## config.mk

```make
export PLATFORM = sky130hd
export DESIGN_NAME = wb_stage
export DESIGN_NICKNAME = d
export VERILOG_FILES = /design/src/rtl/wb_stage.sv
export SDC_FILE = /design/constraint.sdc
export NUM_CORES = 1
export LEC_CHECK = 0
export CAP_MARGIN = 20
export CORE_MARGIN = 2
export CORE_UTILIZATION = 30
export CTS_CLUSTER_DIAMETER = 50
export DETAILED_ROUTE_END_ITERATION = 8
export GPL_TIMING_DRIVEN = 0
export PLACE_DENSITY_LB_ADDON = 0.15
export SLEW_MARGIN = 0
export SYNTH_ARGS = -nofsm -noshare
export SYNTH_HDL_FRONTEND = slang
export SYNTH_SLANG_ARGS = --single-unit
```

## constraint.sdc

```tcl
create_clock -name clk -period 2.6 [get_ports clk]
set_input_delay 0.26 -clock clk [delete_from_list [all_inputs] [get_ports clk]]
set_output_delay 0.26 -clock clk [all_outputs]
set_load 0.01 [all_outputs]
```

## src/rtl/wb_stage.sv

```systemverilog
// MEM/WB pipeline register and writeback mux with x0 suppression and a retired-instruction counter.
// Optional load byte/half alignment and sign/zero extension is enabled by defining WB_LOAD_ALIGN_EN.
module wb_stage #(
  parameter int XLEN = 32,
  parameter int NSRC = 4
) (
  input  logic            clk,
  input  logic            rst_n,
  input  logic            stall_wb,
  input  logic            flush_wb,
  input  logic            valid_mem,
  input  logic            RegWrite_mem,
  input  logic [4:0]      rd_mem,
  input  logic [1:0]      WbSel_mem,
  input  logic [2:0]      LoadType_mem,
  input  logic [1:0]      addr_lo_mem,
  input  logic [XLEN-1:0] ALUResult_mem,
  input  logic [XLEN-1:0] memDout_mem,
  input  logic [XLEN-1:0] PCPlus4_mem,
  input  logic [XLEN-1:0] Imm_mem,
  output logic            valid_wb,
  output logic            RegWrite_wb,
  output logic [4:0]      rd_wb,
  output logic [XLEN-1:0] RegWriteData_wb,
  output logic [63:0]     instret
);

  logic            valid_q;
  logic            regwrite_q;
  logic [4:0]      rd_q;
  logic [1:0]      wbsel_q;
  logic [XLEN-1:0] alu_q;
  logic [XLEN-1:0] mem_q;
  logic [XLEN-1:0] pc4_q;
  logic [XLEN-1:0] imm_q;
  logic [63:0]     instret_q;
  logic [XLEN-1:0] load_data;
  logic [XLEN-1:0] wb_data;

  always_ff @(posedge clk or negedge rst_n) begin
    if (!rst_n) begin
      valid_q    <= 1'b0;
      regwrite_q <= 1'b0;
      rd_q       <= '0;
      wbsel_q    <= '0;
      alu_q      <= '0;
      mem_q      <= '0;
      pc4_q      <= '0;
      imm_q      <= '0;
    end else if (flush_wb) begin
      valid_q    <= 1'b0;
      regwrite_q <= 1'b0;
      rd_q       <= '0;
      wbsel_q    <= '0;
      alu_q      <= '0;
      mem_q      <= '0;
      pc4_q      <= '0;
      imm_q      <= '0;
    end else if (!stall_wb) begin
      valid_q    <= valid_mem;
      regwrite_q <= RegWrite_mem;
      rd_q       <= rd_mem;
      wbsel_q    <= WbSel_mem;
      alu_q      <= ALUResult_mem;
      mem_q      <= memDout_mem;
      pc4_q      <= PCPlus4_mem;
      imm_q      <= Imm_mem;
    end
  end

`ifdef WB_LOAD_ALIGN_EN
  logic [2:0] load_type_q;
  logic [1:0] addr_lo_q;
  logic [7:0]  byte_sel;
  logic [15:0] half_sel;

  always_ff @(posedge clk or negedge rst_n) begin
    if (!rst_n) begin
      load_type_q <= '0;
      addr_lo_q   <= '0;
    end else if (flush_wb) begin
      load_type_q <= '0;
      addr_lo_q   <= '0;
    end else if (!stall_wb) begin
      load_type_q <= LoadType_mem;
      addr_lo_q   <= addr_lo_mem;
    end
  end

  // Halves are chosen by addr_lo[1] only; misaligned half offsets fold onto the aligned half.
  always_comb begin
    byte_sel  = mem_q[{addr_lo_q, 3'b000} +: 8];
    half_sel  = addr_lo_q[1] ? mem_q[31:16] : mem_q[15:0];
    load_data = mem_q;
    case (load_type_q)
      3'b000:  load_data = {{(XLEN-8){byte_sel[7]}}, byte_sel};
      3'b001:  load_data = {{(XLEN-16){half_sel[15]}}, half_sel};
      3'b100:  load_data = {{(XLEN-8){1'b0}}, byte_sel};
      3'b101:  load_data = {{(XLEN-16){1'b0}}, half_sel};
      default: load_data = mem_q;
    endcase
  end
`else
  logic unused_load_bits;
  assign unused_load_bits = ^{LoadType_mem, addr_lo_mem};

  always_comb begin
    load_data = mem_q;
  end
`endif

  // Select codes beyond the configured source count fall back to the ALU result.
  always_comb begin
    wb_data = alu_q;
    case (wbsel_q)
      2'd1:    if (NSRC > 1) wb_data = load_data;
      2'd2:    if (NSRC > 2) wb_data = pc4_q;
      2'd3:    if (NSRC > 3) wb_data = imm_q;
      default: wb_data = alu_q;
    endcase
  end

  always_ff @(posedge clk or negedge rst_n) begin
    if (!rst_n) begin
      instret_q <= '0;
    end else if (valid_q && !stall_wb) begin
      instret_q <= instret_q + 64'd1;
    end
  end

  assign valid_wb        = valid_q;
  assign RegWrite_wb     = regwrite_q & valid_q & (rd_q != 5'd0);
  assign rd_wb           = rd_q;
  assign RegWriteData_wb = wb_data;
  assign instret         = instret_q;

endmodule

```

After elaboration in Yosys (flattened, before gate mapping)
Index checks and enable logic that the tools add are counted.

word-level totals
  register bits after elaboration = 201
  output and inout bits = 103
  logic and storage cells = 36

operators by class
  add/subtract/negate cells = 1
  equality and inequality tests = 4
  mux-type cells = 17
  bitwise logic cells = 2
  reductions and logical operators = 3

operators with widths
  operator                                               count
  2-to-1 mux 32 bit                                      8
  case mux 32 bit (3 select lines)                       1
  adder 64 x 1 -> 64 bit, second input constant          1
  2-to-1 mux 5 bit                                       2
  nonzero test 5 bit                                     1
  == test 2 bit, second input constant                   2
  2-to-1 mux 1 bit                                       4
  2-to-1 mux 2 bit                                       2
  AND 1 bit                                              2
  == test 2 x 1 -> 1 bit, second input constant          1
  inequality test 2 x 1 -> 1 bit, second input constant  1
  logical AND 1 bit                                      1
  zero test 1 bit                                        1

Logic depth before layout (Yosys ltp)
  word-level depth = 2
  gate-level depth with buffers = 7

Worst setup path after synthesis
Ideal clock, no wire load.

  kind = reg-to-output
  start = register wbsel_q[0]
  end = output RegWriteData_wb[0]
  data arrival time = 1,685 ps
  path slack = 655 ps
  stages on the path, launching flop included = 4
  buffers on the path = 2
  path through = dfrtp_1 clkbuf_1 buf_1 mux4_2

between the ends
  word-level cells in the longest chain between the ends = 2
  elaborated cells on any way between the ends = 4
  those cells by class = eq/ne: 3; mux: 1

RTL lines
  element                                                  RTL line  RTL
  from (decl)                                              31        logic [1:0] wbsel_q;
  from (signal assigned)                                   63        wbsel_q <= WbSel_mem;
  == test 2 bit or == test 2 x 1 -> 1 bit (tied branches)  115       case (wbsel_q)
  case mux 32 bit (3 select lines) *                       115
  to (decl)                                                24        output logic [XLEN-1:0] RegWriteData_wb,

Every way passes the cells marked *; elsewhere a longest branch is shown, timed or not.

Worst setup path after layout
  start = register wbsel_q[0]
  end = output RegWriteData_wb[15]

The elaborated chain is that of the path after synthesis.

==> results by group <==
Outcome
  – Status: completed

STA
  – RSZ-0062 raised after global routing: no
  – Setup TNS: 0 ps
  – Hold Fails Final Rpt: 0
  – Hold_ws: 247 ps
  – Slew @ Worst Pin: 925 ps
  – Setup Viol. Count Final: 0
  – Final clock skew: 9.92 ps
  – Fin crit share: 96.2%
  – Min cycle time layout: 2500 ps
  – Rel. slew slack: 38.3%
  – Fmax: 0.400 GHz
  – Max Slew Vio Count: 0

Floorplanning
  – I/O pin count: 249
  – Die Y: 179 um
  – CORE AREA: 30300 um2
  – Die X: 179 um
  – Starting Density: 30.3%
  – Die area: 32100 um2
  – Cell row count: 64

Pwr
  – NetSw: 0.00217 W
  – Part of the power in registers: 38.0%
  – Pwr dens: 668 nW/um2
  – Lkg Pwr: 6.08 nW
  – Pint: 0.00676 W
  – Clock Power Share: 50.7%
  – Combinational power share: 11.3%
  – Sw Share: 24.3%
  – VDD IR max: 473 uV

CTS
  – CTS buffer count: 34
  – Clock Latency Late Sink: 490 ps
  – CTS Sinks: 201
  – CTS tree: yes
  – Max clock buf depth: 3
  – Root Driver: clkbuf_16
  – Deepest level of the CTS H-tree: 2
  – Worst-path clk slew: 50 ps

Synth
  – Post-synth ARST share: 100%
  – EDFF count, synth: 0
  – Yosys reg bits: 201
  – Syn_nets: 901
  – Cell Area, Synth: 9200 um2
  – Mapped Cells: 754
  – Count of cell types in the netlist: 30
  – Sequential area share after synthesis: 54.7%
  – Prevailing post-synth register cell: dfrtp_1
  – YS warnings: 0
  – Syn avg cell area: 12.2 um2

Placement
  – Port Buffer Count: 241
  – Placer Congestion: 0.762
  – Hpwl dp: 19400 um
  – Dpl cell area: 12100 um2

Job
  – Maxcap violations: 0

Setup path
  – Critical Path Fanout Max: 10
  – R2R depth: 5
  – Arr. time, crit path: 2240 ps
  – Crit path launch type: flop
  – Critical Path RT: 2340 ps
  – Setup CP Type: reg -> out
  – Setup crit end kind: output pin

Detailed routing
  – Drt via density: 4.66
  – DRC: 0
  – Vias: 6777
  – Remaining antenna violation count: 0
  – DR WL/cell: 19.3 um
  – Number of DRC markers in iteration 0: 363
  – DR pass1 iterations: 4
  – Final wirelength: 28100 um

Global route
  – Initial antenna violation count: 3
  – GRT Total Usage: 17.6%
  – Grt total ovfl: 0
  – Global-route wire length before repair: 42300 um
  – Largest net degree at the start of global routing: 111
  – Vias in the first global route: 7024

Layout
  – Share of layout cells above drive strength 1: 11.5%
  – Area Overhead vs Synth: 45.3%
  – Final Net Count: 1180
  – Design area: 13400 um2
  – Post-Route Utilization: 44.0%

Worst hold path
  – Hold crit path type: in -> reg
  – Hold Path Stages: 3
-- path summary, 6_finish.rpt --
check | start | to | slack, ps
max | wbsel_q[0]$_DFFE_PN0P_ | RegWriteData_wb[15] | 100
min | stall_wb | instret[0]$_DFFE_PN0P_ | 250
max reg2reg | valid_wb$_DFFE_PN0P_ | instret[60]$_DFFE_PN0P_ | 290
min reg2reg | instret[63]$_DFFE_PN0P_ | instret[63]$_DFFE_PN0P_ | 470
max in group asynchronous | rst_n | instret[0]$_DFFE_PN0P_ | 1230
min in group asynchronous | rst_n | pc4_q[26]$_DFFE_PN0P_ | 340
-- through the flow --
stage          power [W]  instances  setup slack (ps)
3_5_place_dp     0.00446       1392              -379
4_1_cts          0.00906       1455              5.15
3_3_place_gp     0.00445       1391             -8030
5_1_grt          0.00929       1454              8.78
2_1_floorplan    0.00385        754               655
6_report         0.00893       1455              97.9
-- synthesized netlist by cell type (all sizes together), types with 18 or more instances --
| cell | instances | area share (%) |
|---|---|---|
| clkbuf | 22 | 0.90 |
| nand4 | 24 | 2.0 |
| xor2 | 30 | 2.9 |
| nor2 | 157 | 6.4 |
| nor3 | 20 | 1.6 |
| buf | 18 | 0.79 |
| nand2 | 28 | 1.1 |
| mux2i | 137 | 15 |
| xnor2 | 33 | 3.1 |
| nand3 | 18 | 1.1 |
| dfrtp | 201 | 55 |
| mux4 | 32 | 7.8 |
-- area by class of cell --
type                            count  area (um2)
Tap cell                          396         495
Sequential cell                   201        5030
Buffer                             38         201
Multi-Input combinational cell    503        3970
Fill cell                        2851       17000
Inverter                           10        37.5
Timing Repair Buffer              245        2470
Clock inverter                     19         194
Clock buffer                       42         955
Antenna cell                        1        2.50
-- worst max-delay path: stages, from the launching register on --
cell and delay, ps:
dfrtp_2 430, buf_6 240, mux4_2 510, clkdlybuf4s50_1 550
-- power groups by stage --
stage                     Clock (W)  Sequential, W  Combinational (W)
final                       0.00453        0.00339            0.00100
after global routing        0.00478        0.00342            0.00109
after CTS                   0.00463        0.00339            0.00103
after detailed placement          0        0.00344            0.00101
after global placement            0        0.00345            0.00100
after floorplan                   0        0.00342           0.000427
-- sequential cells by signal (all words and copies together), names as in the netlist --
register and count:
pc4_q 32, instret 64, valid_wb 1, rd_wb 5
load_data 32, imm_q 32, regwrite_q 1, wbsel_q 2
alu_q 32
-- cells by family after synthesis --
group	after synthesis	synth area share, %
DFF	201	54.7
AOI/OAI and AO/OA	1	0.109
xor gates and xnor gates	63	6.00
adders and majority gates	1	0.136
muxes	170	22.9
buffers and inverters	50	2.10
and+or+nand+nor	268	14.1
-- layout by cell type (no fill, tap or decap), types with 2 or more instances in the layout --
cell             synthesis  final
clkdlybuf4s50_1          0    240
dfrtp_1                201    200
nor2_1                 157    157
mux2i_1                137    137
clkbuf_16                0     37
xnor2_1                 33     33
mux4_2                  32     32
xor2_1                  30     30
nand2_1                 28     28
clkbuf_1                22     21
nand4_1                 20     20
nand3_1                 16     16
buf_1                   14     13
nor3_1                  11     11
inv_1                   10     10
nor3_2                   9      9
clkinv_2                 0      8
and3_1                   6      6
clkinvlp_4               0      5
nor4_1                   4      4
clkbuf_8                 0      4
nand4_2                  3      3
nor4_2                   3      3
bufinv_16                0      3
inv_6                    0      3
buf_2                    4      2
nand3_2                  2      2
and4_1                   2      2
and2_1                   2      2
buf_6                    0      2
buf_8                    0      2
buf_4                    0      2
-- per-layer routing --
layer	GRT usage (%)	part of all wire [%]	wire (um)	up-vias
li1	-	-	-	3191
met1	24.7	46	12800	3355
met2	27.6	46	12900	180
met3	3.52	6.1	1700	45
met4	5.08	2.0	575	6
met5	0	0.16	44	-
-- repair_timing --
item                       in CTS  in global routing
resized for setup              21                  0
hold endpoints to repair       91                  0
setup buffers                   2                  0
hold buffers                    1                  0
setup endpoints to repair      29                  9
Power figures use the tool's default switching activity.
